[config.mk]
export PLATFORM = sky130hd
export DESIGN_NAME = avalon_main_pipeline_bridge
export DESIGN_NICKNAME = d
export VERILOG_FILES = /design/src/rtl/avalon_bridge_pkg.sv /design/src/rtl/avalon_cmd_skid_buffer.sv /design/src/rtl/avalon_main_pipeline_bridge.sv
export SDC_FILE = /design/constraint.sdc
export NUM_CORES = 1
export LEC_CHECK = 0
export CELL_PAD_IN_SITES_DETAIL_PLACEMENT = 1
export CELL_PAD_IN_SITES_GLOBAL_PLACEMENT = 1
export CORE_ASPECT_RATIO = 0.7
export CORE_MARGIN = 2
export CORE_UTILIZATION = 35
export CTS_CLUSTER_DIAMETER = 120
export CTS_CLUSTER_SIZE = 20
export DETAILED_ROUTE_END_ITERATION = 10
export DONT_BUFFER_PORTS = 1
export PLACE_DENSITY_LB_ADDON = 0.1
export REMOVE_ABC_BUFFERS = 1
export SLEW_MARGIN = 20
export SYNTH_ARGS = -nofsm -noshare
export SYNTH_HDL_FRONTEND = slang
export SYNTH_SLANG_ARGS = --single-unit
export TNS_END_PERCENT = 30
[constraint.sdc]
create_clock -name clk_i -period 8.5 [get_ports clk_i]
set_clock_uncertainty 0.15 [all_clocks]
set_input_delay 1.7 -clock clk_i [delete_from_list [all_inputs] [get_ports clk_i]]
set_output_delay 1.7 -clock clk_i [all_outputs]
set_load 0.01 [all_outputs]
[src/rtl/avalon_bridge_pkg.sv]
// Shared types for the Avalon-MM pipeline bridge: response codes and the
// command word carried through the skid buffer.
package avalon_bridge_pkg;

    localparam int unsigned AVALON_ADDR_W = 32;
    localparam int unsigned AVALON_DATA_W = 32;

    typedef enum logic [1:0] {
        OKAY        = 2'b00,
        RESERVED    = 2'b01,
        SLVERR      = 2'b10,
        DECODEERROR = 2'b11
    } avalon_resp_e;

    typedef struct packed {
        logic [AVALON_ADDR_W-1:0]   addr;
        logic [AVALON_DATA_W/8-1:0] be;
        logic [AVALON_DATA_W-1:0]   wdata;
        logic                       read;
        logic                       write;
    } avalon_cmd_t;

endpackage

[src/rtl/avalon_cmd_skid_buffer.sv]
// Two-entry registered skid buffer: the main entry feeds the consumer and the
// skid entry catches the one command that arrives while the main entry stalls.
module avalon_cmd_skid_buffer
    import avalon_bridge_pkg::*;
#(
    parameter type cmd_t = avalon_cmd_t
) (
    input  logic clk_i,
    input  logic rst_i,
    input  logic in_valid_i,
    output logic in_ready_o,
    input  cmd_t in_data_i,
    output logic out_valid_o,
    input  logic out_ready_i,
    output cmd_t out_data_o
);

    cmd_t main_q, main_d, skid_q, skid_d;
    logic main_valid_q, main_valid_d;
    logic skid_valid_q, skid_valid_d;
    logic main_free;
    logic in_fire;

    // Ready depends only on registered state, so upstream never sees the
    // downstream stall combinationally.
    assign in_ready_o  = ~skid_valid_q;
    assign in_fire     = in_valid_i & ~skid_valid_q;
    assign main_free   = ~main_valid_q | out_ready_i;
    assign out_valid_o = main_valid_q;
    assign out_data_o  = main_q;

    always_comb begin
        main_d       = main_q;
        main_valid_d = main_valid_q;
        skid_d       = skid_q;
        skid_valid_d = skid_valid_q;
        if (main_free) begin
            if (skid_valid_q) begin
                main_d       = skid_q;
                main_valid_d = 1'b1;
                skid_valid_d = 1'b0;
            end else if (in_fire) begin
                main_d       = in_data_i;
                main_valid_d = 1'b1;
            end else begin
                main_valid_d = 1'b0;
            end
        end else if (in_fire) begin
            skid_d       = in_data_i;
            skid_valid_d = 1'b1;
        end
    end

    always_ff @(posedge clk_i or posedge rst_i) begin
        if (rst_i) begin
            main_q       <= '0;
            skid_q       <= '0;
            main_valid_q <= 1'b0;
            skid_valid_q <= 1'b0;
        end else begin
            main_q       <= main_d;
            skid_q       <= skid_d;
            main_valid_q <= main_valid_d;
            skid_valid_q <= skid_valid_d;
        end
    end

endmodule

[src/rtl/avalon_main_pipeline_bridge.sv]
// Registered Avalon-MM bridge for the core's data master: skid-buffered command
// path, outstanding-read cap and a registered response stage.
module avalon_main_pipeline_bridge
    import avalon_bridge_pkg::*;
#(
    parameter int unsigned AddrWidth       = 32,
    parameter int unsigned DataWidth       = 32,
    parameter int unsigned MaxPendingReads = 4
) (
    input  logic                                 clk_i,
    input  logic                                 rst_i,
    input  logic [AddrWidth-1:0]                 s_address,
    input  logic [DataWidth/8-1:0]               s_byteenable,
    input  logic                                 s_read,
    input  logic                                 s_write,
    input  logic [DataWidth-1:0]                 s_writedata,
    output logic                                 s_waitrequest,
    output logic [DataWidth-1:0]                 s_readdata,
    output logic                                 s_readdatavalid,
    output logic [1:0]                           s_response,
    output logic [AddrWidth-1:0]                 m_address,
    output logic [DataWidth/8-1:0]               m_byteenable,
    output logic                                 m_read,
    output logic                                 m_write,
    output logic [DataWidth-1:0]                 m_writedata,
    input  logic                                 m_waitrequest,
    input  logic [DataWidth-1:0]                 m_readdata,
    input  logic                                 m_readdatavalid,
    input  logic [1:0]                           m_response,
    output logic [$clog2(MaxPendingReads+1)-1:0] pending_o,
    output logic                                 protocol_err_o
);

    localparam int unsigned PendW = $clog2(MaxPendingReads + 1);
    localparam logic [PendW-1:0] PendMax = PendW'(MaxPendingReads);

    typedef struct packed {
        logic [AddrWidth-1:0]   addr;
        logic [DataWidth/8-1:0] be;
        logic [DataWidth-1:0]   wdata;
        logic                   read;
        logic                   write;
    } bridge_cmd_t;

    bridge_cmd_t in_cmd, main_cmd;
    logic init_q;
    logic skid_ready, main_valid, main_ready;
    logic accept, illegal_cmd;
    logic read_limit, read_issue, rsp_fwd, rsp_stray;
    logic [PendW-1:0] pending_q, pending_d;
    logic err_q, err_d;
    logic rvalid_q;
    logic [DataWidth-1:0] rdata_q;
    logic [1:0] resp_q;

    assign s_waitrequest = ~skid_ready | init_q;
    assign accept        = (s_read | s_write) & ~s_waitrequest;
    assign illegal_cmd   = accept & s_read & s_write;

    // A simultaneous read+write is issued as the write alone.
    always_comb begin
        in_cmd       = '0;
        in_cmd.addr  = s_address;
        in_cmd.be    = s_byteenable;
        in_cmd.wdata = s_writedata;
        in_cmd.read  = s_read & ~s_write;
        in_cmd.write = s_write;
    end

    avalon_cmd_skid_buffer #(
        .cmd_t(bridge_cmd_t)
    ) u_cmd_skid (
        .clk_i      (clk_i),
        .rst_i      (rst_i),
        .in_valid_i (accept),
        .in_ready_o (skid_ready),
        .in_data_i  (in_cmd),
        .out_valid_o(main_valid),
        .out_ready_i(main_ready),
        .out_data_o (main_cmd)
    );

    // A read held at the limit also blocks every later command behind it.
    assign read_limit   = (pending_q == PendMax);
    assign main_ready   = ~m_waitrequest & ~(main_cmd.read & read_limit);
    assign m_read       = main_valid & main_cmd.read & ~read_limit;
    assign m_write      = main_valid & main_cmd.write;
    assign m_address    = main_cmd.addr;
    assign m_byteenable = main_cmd.be;
    assign m_writedata  = main_cmd.wdata;

    assign read_issue = m_read & ~m_waitrequest;
    assign rsp_fwd    = m_readdatavalid & (pending_q != '0);
    assign rsp_stray  = m_readdatavalid & (pending_q == '0);

    always_comb begin
        pending_d = pending_q;
        if (read_issue && !rsp_fwd && pending_q != PendMax) begin
            pending_d = pending_q + 1'b1;
        end else if (!read_issue && rsp_fwd) begin
            pending_d = pending_q - 1'b1;
        end
        err_d = err_q | rsp_stray | illegal_cmd;
    end

    always_ff @(posedge clk_i or posedge rst_i) begin
        if (rst_i) begin
            init_q    <= 1'b1;
            pending_q <= '0;
            err_q     <= 1'b0;
            rvalid_q  <= 1'b0;
            rdata_q   <= '0;
            resp_q    <= OKAY;
        end else begin
            init_q    <= 1'b0;
            pending_q <= pending_d;
            err_q     <= err_d;
            rvalid_q  <= rsp_fwd;
            if (rsp_fwd) begin
                rdata_q <= m_readdata;
                resp_q  <= m_response;
            end
        end
    end

    assign s_readdatavalid = rvalid_q;
    assign s_readdata      = rdata_q;
    assign s_response      = resp_q;
    assign pending_o       = pending_q;
    assign protocol_err_o  = err_q;

endmodule
After elaboration in Yosys (flattened, before gate mapping)
Cells that the tools add are included.
- add/subtract/negate cells: 2
- equal/unequal tests: 2
- muxes and demuxes: 8
- bitwise gates (word level): 26
- reduce and logical (&&, ||, !) cells: 12
- operators with widths (operator ; count):
    two-way mux 70 bit ; 2
    bitwise AND 1 bit ; 13
    NOT 1 bit ; 8
    two-way mux 3 bit ; 2
    nonzero test 2 bit ; 3
    OR 1 bit ; 5
    two-way mux 1 bit ; 4
    AND reduction 2 bit ; 2
    adder 3 x 1 -> 3 bit (second input constant) ; 1
    equality test 3 bit (second input constant) ; 1
    logical AND 1 bit ; 3
    zero test 3 bit ; 1
    inequality test 3 bit (second input constant) ; 1
    nonzero test 3 bit ; 1
    subtractor 3 x 1 -> 3 bit (second input constant) ; 1
    zero test 1 bit ; 2
- register bits after elaboration: 182
- output and inout bits: 110
- logic and storage cells: 68

Longest topological paths before layout
Gate-level depths: netlist (run 1).
- depth after elaboration: 8
- gate-level depth with buffers: 8
- depth with buffers taken out: 8

Cells and area by module
From an unflattened synthesis (run 1), not the netlist that was laid out.
- cell total of the unflattened synthesis: 559
- area total of the unflattened synthesis: 7768.7 µm²
- modules (own cells, without submodules) (module ; instances ; cells an instance ; area an instance (µm²)):
    avalon_cmd_skid_buffer ; 1 ; 383 ; 6138.4
    avalon_main_pipeline_bridge ; 1 ; 176 ; 1630.3

Worst setup path before layout (run 1)
No wires, ideal clock.
- kind: input-to-reg
- from: in m_waitrequest
- to: reg pending_q[2] (netlist: pending_o[2])
- data arrival time: 3.082 ns
- slack: 5.134 ns
- stages: 8
- path buffers: 1
- cell sequence: and3b_1 > clkbuf_1 > nand3_1 > fa_1 > nand2b_1 > xnor2_1 > o22ai_1 > a21oi_1
- cells in the longest elaborated chain, start to end: 5
- elaborated cells between the ends (all ways): 8
- ends and longest elaborated chain (item ; RTL line ; RTL):
    start, declared ; avalon_main_pipeline_bridge.sv:26 ; input logic m_waitrequest,
    NOT 1 bit * ; avalon_main_pipeline_bridge.sv:92 ; assign read_issue = m_read & ~m_waitrequest;
    bitwise AND 1 bit * ; avalon_main_pipeline_bridge.sv:92 ;
    logical AND 1 bit or zero test 1 bit (tied branches) ; avalon_main_pipeline_bridge.sv:98, avalon_main_pipeline_bridge.sv:100 ;
    logical AND 1 bit, on equally long branches ; avalon_main_pipeline_bridge.sv:98, avalon_main_pipeline_bridge.sv:100 ;
    two-way mux 3 bit or nonzero test 2 bit (tied branches) ; -- ;
    end signal, assigned ; avalon_main_pipeline_bridge.sv:116 ; pending_q <= pending_d;
    end, declared ; avalon_main_pipeline_bridge.sv:50 ; logic [PendW-1:0] pending_q, pending_d;
Mark *: on every way between the ends. The rest lies on a longest branch, timed or not.
A chain may end at the register's enable or synchronous reset.

Final worst setup path (run 1)
- from: in m_waitrequest
- to: reg u_cmd_skid.skid_q[66] (netlist name)
- cells in the longest elaborated chain, start to end: 5
- ends and longest elaborated chain (item ; RTL line ; RTL):
    NOT 1 bit ; avalon_main_pipeline_bridge.sv:85 ; assign main_ready = ~m_waitrequest & ~(main_cmd.read & read_limit);
    bitwise AND 1 bit ; avalon_main_pipeline_bridge.sv:85 ;
    OR 1 bit ; avalon_cmd_skid_buffer.sv:28 ; assign main_free = ~main_valid_q | out_ready_i;
    NOT 1 bit (no line) ; -- ;
    AND reduction 2 bit (no line) ; -- ;
    end signal, assigned ; avalon_cmd_skid_buffer.sv:62 ; skid_q <= skid_d;
    end, declared ; avalon_cmd_skid_buffer.sv:18 ; cmd_t main_q, main_d, skid_q, skid_d;
No other way between the ends.

==> results.toml, run 1 <==
[status]
outcome = "finished clean"

[power]
p_leak_uw = 0.003935
p_total_uw = 3373
power_density_nw_per_um2 = 374.6
ir_drop_uv = 133.3

[placed_design]
post-place-ws_ps = 4499
hpwl_um = 12220
io_buffers = 0
gp_congestion = 0.7231

[routing]
wl_per_cell_um = 21.69
wirelength_um = 18140
dr.pass1.iters = 4
vias = 4120
drt-initial-drc-count = 133
ant_nets = 0
drc_errors = 0
avgViaCountPerCell = 4.928

[hold_path]
holdCritStartpoint = "u_cmd_skid.skid_q[0]"
hold_class = "reg -> reg"
hold_depth = 1
whs_endpoint = "u_cmd_skid.skid_q[0]"

[setup_path]
reg2regPathDepth = 5
crit_buf_inv = 1
critPathKind = "in -> reg"
timing.critical_path.required_ps = 8660
reg2reg_slack_ps = 5290
startpoint_type = "primary input"
critPathMaxFanout = 38
slowest_delay_ps = 680
worstReg2RegEnd = "u_cmd_skid.skid_q[66]"
end_kind = "flip-flop"
critical_path_arrival_ps = 3690
crit_cells = 4
cp_top_family = "simple AND/OR/NAND/NOR gates"
crit_chain = "o21ai_2, or3_4, buf_4, mux2_4"
rr_startpoint = "pending_o[2]"
critPathSlowestCell = "or3_4"

[grt]
overflow = 0
grt_max_degree = 75
grtUsageTotal = 0.1472
grt_pass1_wl_um = 28810
grt_pass1_vias = 4736
antenna_found_initial = 0

[clock_network]
cts_buffer_depth = 2
cts_tree = "done"
cts_root_buf = "clkbuf_16"
clock-sinks = 182
htree_levels = 4
cts_made_buffers = 17
ctsResizeCount = 0
ctsHoldBuffers = 0
post_cts_buffers = 0
insertion_delay_ps = 420
clkSlewWorstSetupHoldPaths_ps = 60

[die]
die_y_um = 134.9
initial_core_util = 0.3599
die_area_um2 = 25780
rows = 47
core-area_um2 = 23820
ios = 218
die_x_um = 191.1

[sta]
worst_pin_slew_ps = 785.9
period_share = 0.4151
slew_violations = 0
final.setup.tns_ps = 0
rsz0062_at_grt = "no"
slew_headroom = 0.4761
hold_viol_final = 0
fmax_ghz = 0.2834
whs_ps = 351.7
layout_setup_ws_ps = 4971
finalSetupViolations = 0
layout_min_cycle_time_ps = 3529

[synth]
yosysUniqueCellTypes = 36
netlist_area_um2 = 8572
ys_ff_latch = 182
syn_avg_cell_area_um2 = 14.86
seq_area_frac_synth = 0.5315
ys_warn_count = 0
synth_cells = 577

[finish]
areaGrowthSynthToFinish_pct = 5.036
antenna_cells = 0
drive_gt1_frac = 0.5116
nets = 615

[job]
max_cap_viol_count = 0
[kinds of logic (layout without fill, tap and decap cells)]
group | after synthesis | after routing | share of synthesized area
mux | 243 | 243 | 0.3489
flops | 182 | 182 | 0.5315
buf+inv | 102 | 43 | 0.08349
simple gates | 27 | 27 | 0.01606
compound gates | 19 | 19 | 0.01533
xor+xnor | 2 | 2 | 0.002044
fa+ha+maj | 1 | 1 | 0.002336
other cells | 1 | 1 | 0.0004375
[cell usage after synthesis]
library cell  number  share of area
or2_2              2         0.0015
and3b_1            1         0.0010
buf_6              8          0.011
a41oi_2            1         0.0019
clkbuf_1           7         0.0031
dfstp_2            1         0.0031
nand3_1            3         0.0018
mux2_2           153           0.20
o21ba_2            1         0.0012
o2bb2ai_1          1         0.0010
nor3b_1            1        0.00088
xnor2_1            2         0.0020
o22ai_1            2         0.0015
and2_1             1        0.00073
and4bb_1           1         0.0015
nor2b_1            1        0.00073
mux2i_1            1         0.0012
conb_1             1        0.00044
o21ai_2            2         0.0020
o21ai_0            4         0.0023
o211ai_1           1        0.00088
mux2_4            68           0.12
buf_4             69          0.060
buf_2             11         0.0064
or3_1              1        0.00073
a21oi_1            5         0.0029
nand2b_1           1        0.00073
o21ai_1            1        0.00058
nor2_1             7         0.0031
buf_1              2        0.00088
o2111ai_1          1         0.0010
inv_1              5         0.0022
mux2_1            21          0.028
fa_1               1         0.0023
dfrtp_1          181           0.53
nand2_1            8         0.0035
[flip-flops by register name, summed over array words and instances, names as in the netlist]
signal,count
u_cmd_skid.out_data_o,70
u_cmd_skid.skid_q,70
s_readdata,32
pending_o,3
s_response,2
init_q,1
protocol_err_o,1
s_readdatavalid,1
u_cmd_skid.out_valid_o,1
u_cmd_skid.skid_valid_q,1
[where the power goes]
group          switching, uW  internal, uW
sequential               437          1280
combinational            266           538
clock                    333           516
[cell type report]
type / count / area, um^2
clock buffers: 24 / 481.7
clock inverters: 7 / 143.9
fillers: 2374 / 14810
inverters: 5 / 23.77
multi-input cells: 293 / 3324
flip-flops and latches: 182 / 4559
well taps: 318 / 397.9
repair buffers: 7 / 72.57
[through the flow]
stage | std cells | instance area (um^2) | util
floorplan | 480 | 7875 | -
global placement | 804 | 8351 | 0.3506
detailed placement | 804 | 8351 | 0.3506
CTS | 835 | 8976 | 0.3769
global route | 836 | 9004 | 0.3780
finish | 836 | 9004 | 0.3780
[placed cells by master (no fill, tap or decap), types with 2 or more instances in the layout]
cell type   synthesis  final
inv_1               5      4
bufinv_16           0      4
xnor2_1             2      2
mux2_1             21     21
o21ai_0             4      4
dfrtp_1           181    180
o22ai_1             2      2
nand2_1             8      8
clkbuf_16           0     17
nand3_1             3      3
clkbuf_8            0      3
mux2_2            153    153
nor2_1              7      7
buf_4              69      6
or2_2               2      2
clkinvlp_4          0      2
a21oi_1             5      5
mux2_4             68     68
clkbuf_1            7      4
[how the worst max path moves through the flow]
stage	to	slack (ps)	startpoint
after CTS	u_cmd_skid.skid_q[23]	4970	m_waitrequest
after detailed placement	u_cmd_skid.skid_q[29]	4500	m_waitrequest
after floorplan	pending_o[0]	1710	rst_i
after global placement	u_cmd_skid.skid_q[23]	4540	m_waitrequest
final	u_cmd_skid.skid_q[66]	4970	m_waitrequest
after global routing	u_cmd_skid.skid_q[66]	4890	m_waitrequest
[worst reg2reg max path, delay by kind of cell, from the launching register on]
kind	cells	cell delay, ps
and+or+nand+nor	2	1020
buffers and inverters	1	730
DFF	1	610
muxes	1	370
AOI/OAI and AO/OA	1	210
[per-layer routing]
layer / GRT usage / share of wire / vias up
met3: 0.06549 / 0.088 / 13
met2: 0.2254 / 0.47 / 98
met5: 0 / 0 / -
met4: 0.04615 / 0.011 / 0
li1: - / - / 1804
met1: 0.1869 / 0.43 / 2205
Note: power is estimated with default switching activity, not from simulation.
==> run 2, diff against run 1 <==
--- a/config.mk
+++ b/config.mk
@@ -5,6 +5,7 @@
 export SDC_FILE = /design/constraint.sdc
 export NUM_CORES = 1
 export LEC_CHECK = 0
+export ABC_AREA = 1
 export CELL_PAD_IN_SITES_DETAIL_PLACEMENT = 1
 export CELL_PAD_IN_SITES_GLOBAL_PLACEMENT = 1
 export CORE_ASPECT_RATIO = 0.7
==> constraint.sdc (replaced) <==
create_clock -name clk_i -period 2.9 [get_ports clk_i]
set_clock_uncertainty 0.15 [all_clocks]
set_input_delay 0.58 -clock clk_i [delete_from_list [all_inputs] [get_ports clk_i]]
set_output_delay 0.58 -clock clk_i [all_outputs]
set_load 0.01 [all_outputs]
==> run 2 against run 1 <==
  * Count of clock-buffer cells in the layout is 5 lower
  * Cell area fell by 5.9%
  * Total power increased to 2.7 times the previous value
  * Sequential cell count unchanged
  * First-iteration DRC count up 81%
  * Sequential share of layout area up 3.2 points
  * Worst hold slack lost 240 ps
  * Routed wire length increased by 11%
  * Area after synthesis fell by 5.0%
  * Setup slack worse by 4300 ps
  * Final cell count rose by 39%
  * Critical endpoint is now s_waitrequest
  * Largest cell class unchanged
==> results.toml, run 2 <==
[status]
outcome = "finished clean"

[setup_path]
critPathKind = "reg -> out"
startpoint_type = "flip-flop"
critical_path_arrival_ps = 1510
critPathMaxFanout = 29
timing.critical_path.required_ps = 2170
end_kind = "output port"

[finish]
drive_gt1_frac = 0.06824
final_common_cell = "nand2_1"
finalInstanceArea_um2 = 8469
antenna_cells = 0
fillCellCount = 2654
areaGrowthSynthToFinish_pct = 4.042
layout_common_cells = "nand2_1, dfrtp_1, o21ai_1"
nets = 946

[synth]
synth_edf_count = 0
ys_warn_count = 0
synth_common_cells = "nand2_1, dfrtp_1, o21ai_1"
async_reset_ff_frac = 1.000
synth.area.top_cells = "dfrtp_1, nand2_1, buf_4, o21ai_1, o21ai_0"
synth_top_cell_by_area = "dfrtp_1"
synth_cells = 920
netlist_area_um2 = 8140
seq_area_frac_synth = 0.5596
synth_top_flop_cell = "dfrtp_1"
synth_top_area_share = 0.5564
yosysMostFrequentCell = "nand2_1"
ys_ff_latch = 182
yosysUniqueCellTypes = 25
syn_avg_cell_area_um2 = 8.848

[hold_path]
hold_class = "in -> reg"

[sta]
period_share = 0.7722
slew_violations = 0
finalSetupViolations = 0
slew_headroom = 0.5953
rsz0062_at_grt = "no"
fmax_ghz = 0.4465
layout_min_cycle_time_ps = 2239
hold_viol_final = 0
worst_pin_slew_ps = 607.0

[placed_design]
gp_congestion = 0.7135
dpl_cell_area_um2 = 7881
hpwl_um = 13750
io_buffers = 0

[die]
initial_core_util = 0.3581
ios = 218
die_y_um = 131.6
rows = 46
die_area_um2 = 24510
die_x_um = 186.3
core-area_um2 = 22730

[grt]
grtUsageTotal = 0.1706
overflow = 0
antenna_found_initial = 0
grt_max_degree = 65
grt_pass1_wl_um = 32710
grt_pass1_vias = 6036

[routing]
vias = 5570
wl_per_cell_um = 17.39
drc_errors = 0
wirelength_um = 20210
dr.pass1.iters = 4
avgViaCountPerCell = 4.793
drt-initial-drc-count = 241
ant_nets = 0

[power]
power_density_nw_per_um2 = 1066
p_leak_uw = 0.004240
ir_drop_uv = 391.5
p_total_uw = 9027

[clock_network]
clkSlewWorstSetupHoldPaths_ps = 70
cts_made_buffers = 17
clock-sinks = 182
ctsResizeCount = 0
cts_tree = "done"
htree_levels = 4
cts_root_buf = "clkbuf_16"
insertion_delay_ps = 430
cts_buffer_depth = 2

[job]
max_cap_viol_count = 0
run 2: cells by family (layout without fill, tap and decap cells):
| kind of cell | Yosys count | after routing | synth area share |
|---|---|---|---|
| compound gates | 163 | 163 | 0.1002 |
| mux | 24 | 24 | 0.02951 |
| buf+inv | 173 | 103 | 0.1245 |
| other cells | 1 | 1 | 0.0004607 |
| simple gates | 376 | 376 | 0.1832 |
| flops | 182 | 182 | 0.5596 |
| fa+ha+maj | 1 | 1 | 0.002459 |
run 2: final cells by class:
cell class | count | area (um^2) | share of cell area
flip-flops and latches | 182 | 4557 | 0.5380
clock inverters | 13 | 125.1 | 0.01477
multi-input cells | 565 | 2576 | 0.3042
repair buffers | 15 | 152.6 | 0.01802
well taps | 312 | 390.4 | 0.04609
clock buffers | 19 | 452.9 | 0.05348
inverters | 56 | 215.2 | 0.02541
run 2: path summary, 6_finish.rpt:
check	start	endpoint	slack [ps]	cells after the start
min in group asynchronous	rst_i	u_cmd_skid.skid_q[13]	550	2
hold reg to reg	u_cmd_skid.skid_q[57]	u_cmd_skid.skid_q[57]	330	2
setup / recovery	u_cmd_skid.skid_valid_q	s_waitrequest	660	3
hold / removal	m_readdata[21]	s_readdata[21]	110	2
max in group asynchronous	rst_i	init_q	1180	3
setup reg to reg	u_cmd_skid.skid_valid_q	u_cmd_skid.skid_q[36]	680	7
run 2: through the flow:
step           setup WS, ps    util  setup TNS (ps)  hold WS, ps  std cells
3_3_place_gp          743.8  0.3467               0        302.8       1129
5_1_grt               490.8  0.3725               0        89.74       1162
2_1_floorplan         -2772       -         -530790        291.6        803
6_report              660.6  0.3725               0        111.7       1162
3_5_place_dp          667.9  0.3467               0        308.2       1129
4_1_cts               596.3  0.3725               0        89.84       1162
run 2: report_power, final:
part	switching, uW	internal [uW]	total (uW)
combinational	1190	698	1890
sequential	1160	3700	4860
clock	1030	1240	2270
run 2: routing by layer:
metal,part of all wire,vias up,global-route usage
li1,-,2687,-
met1,0.43,2729,0.2090
met2,0.46,140,0.2734
met3,0.10,14,0.07899
met4,0.0082,0,0.03806
met5,0,-,0
run 2: timing repair:
| item | in CTS | in global routing |
|---|---|---|
| hold buffers | 1 | 0 |
| hold endpoints to repair | 59 | 0 |
| buffers inserted | 0 | 0 |
run 2: critical path: stages, from the launching register on:
cell and delay (ps):
dfrtp_2 370, buf_4 420, nor2_1 150, inv_2 140
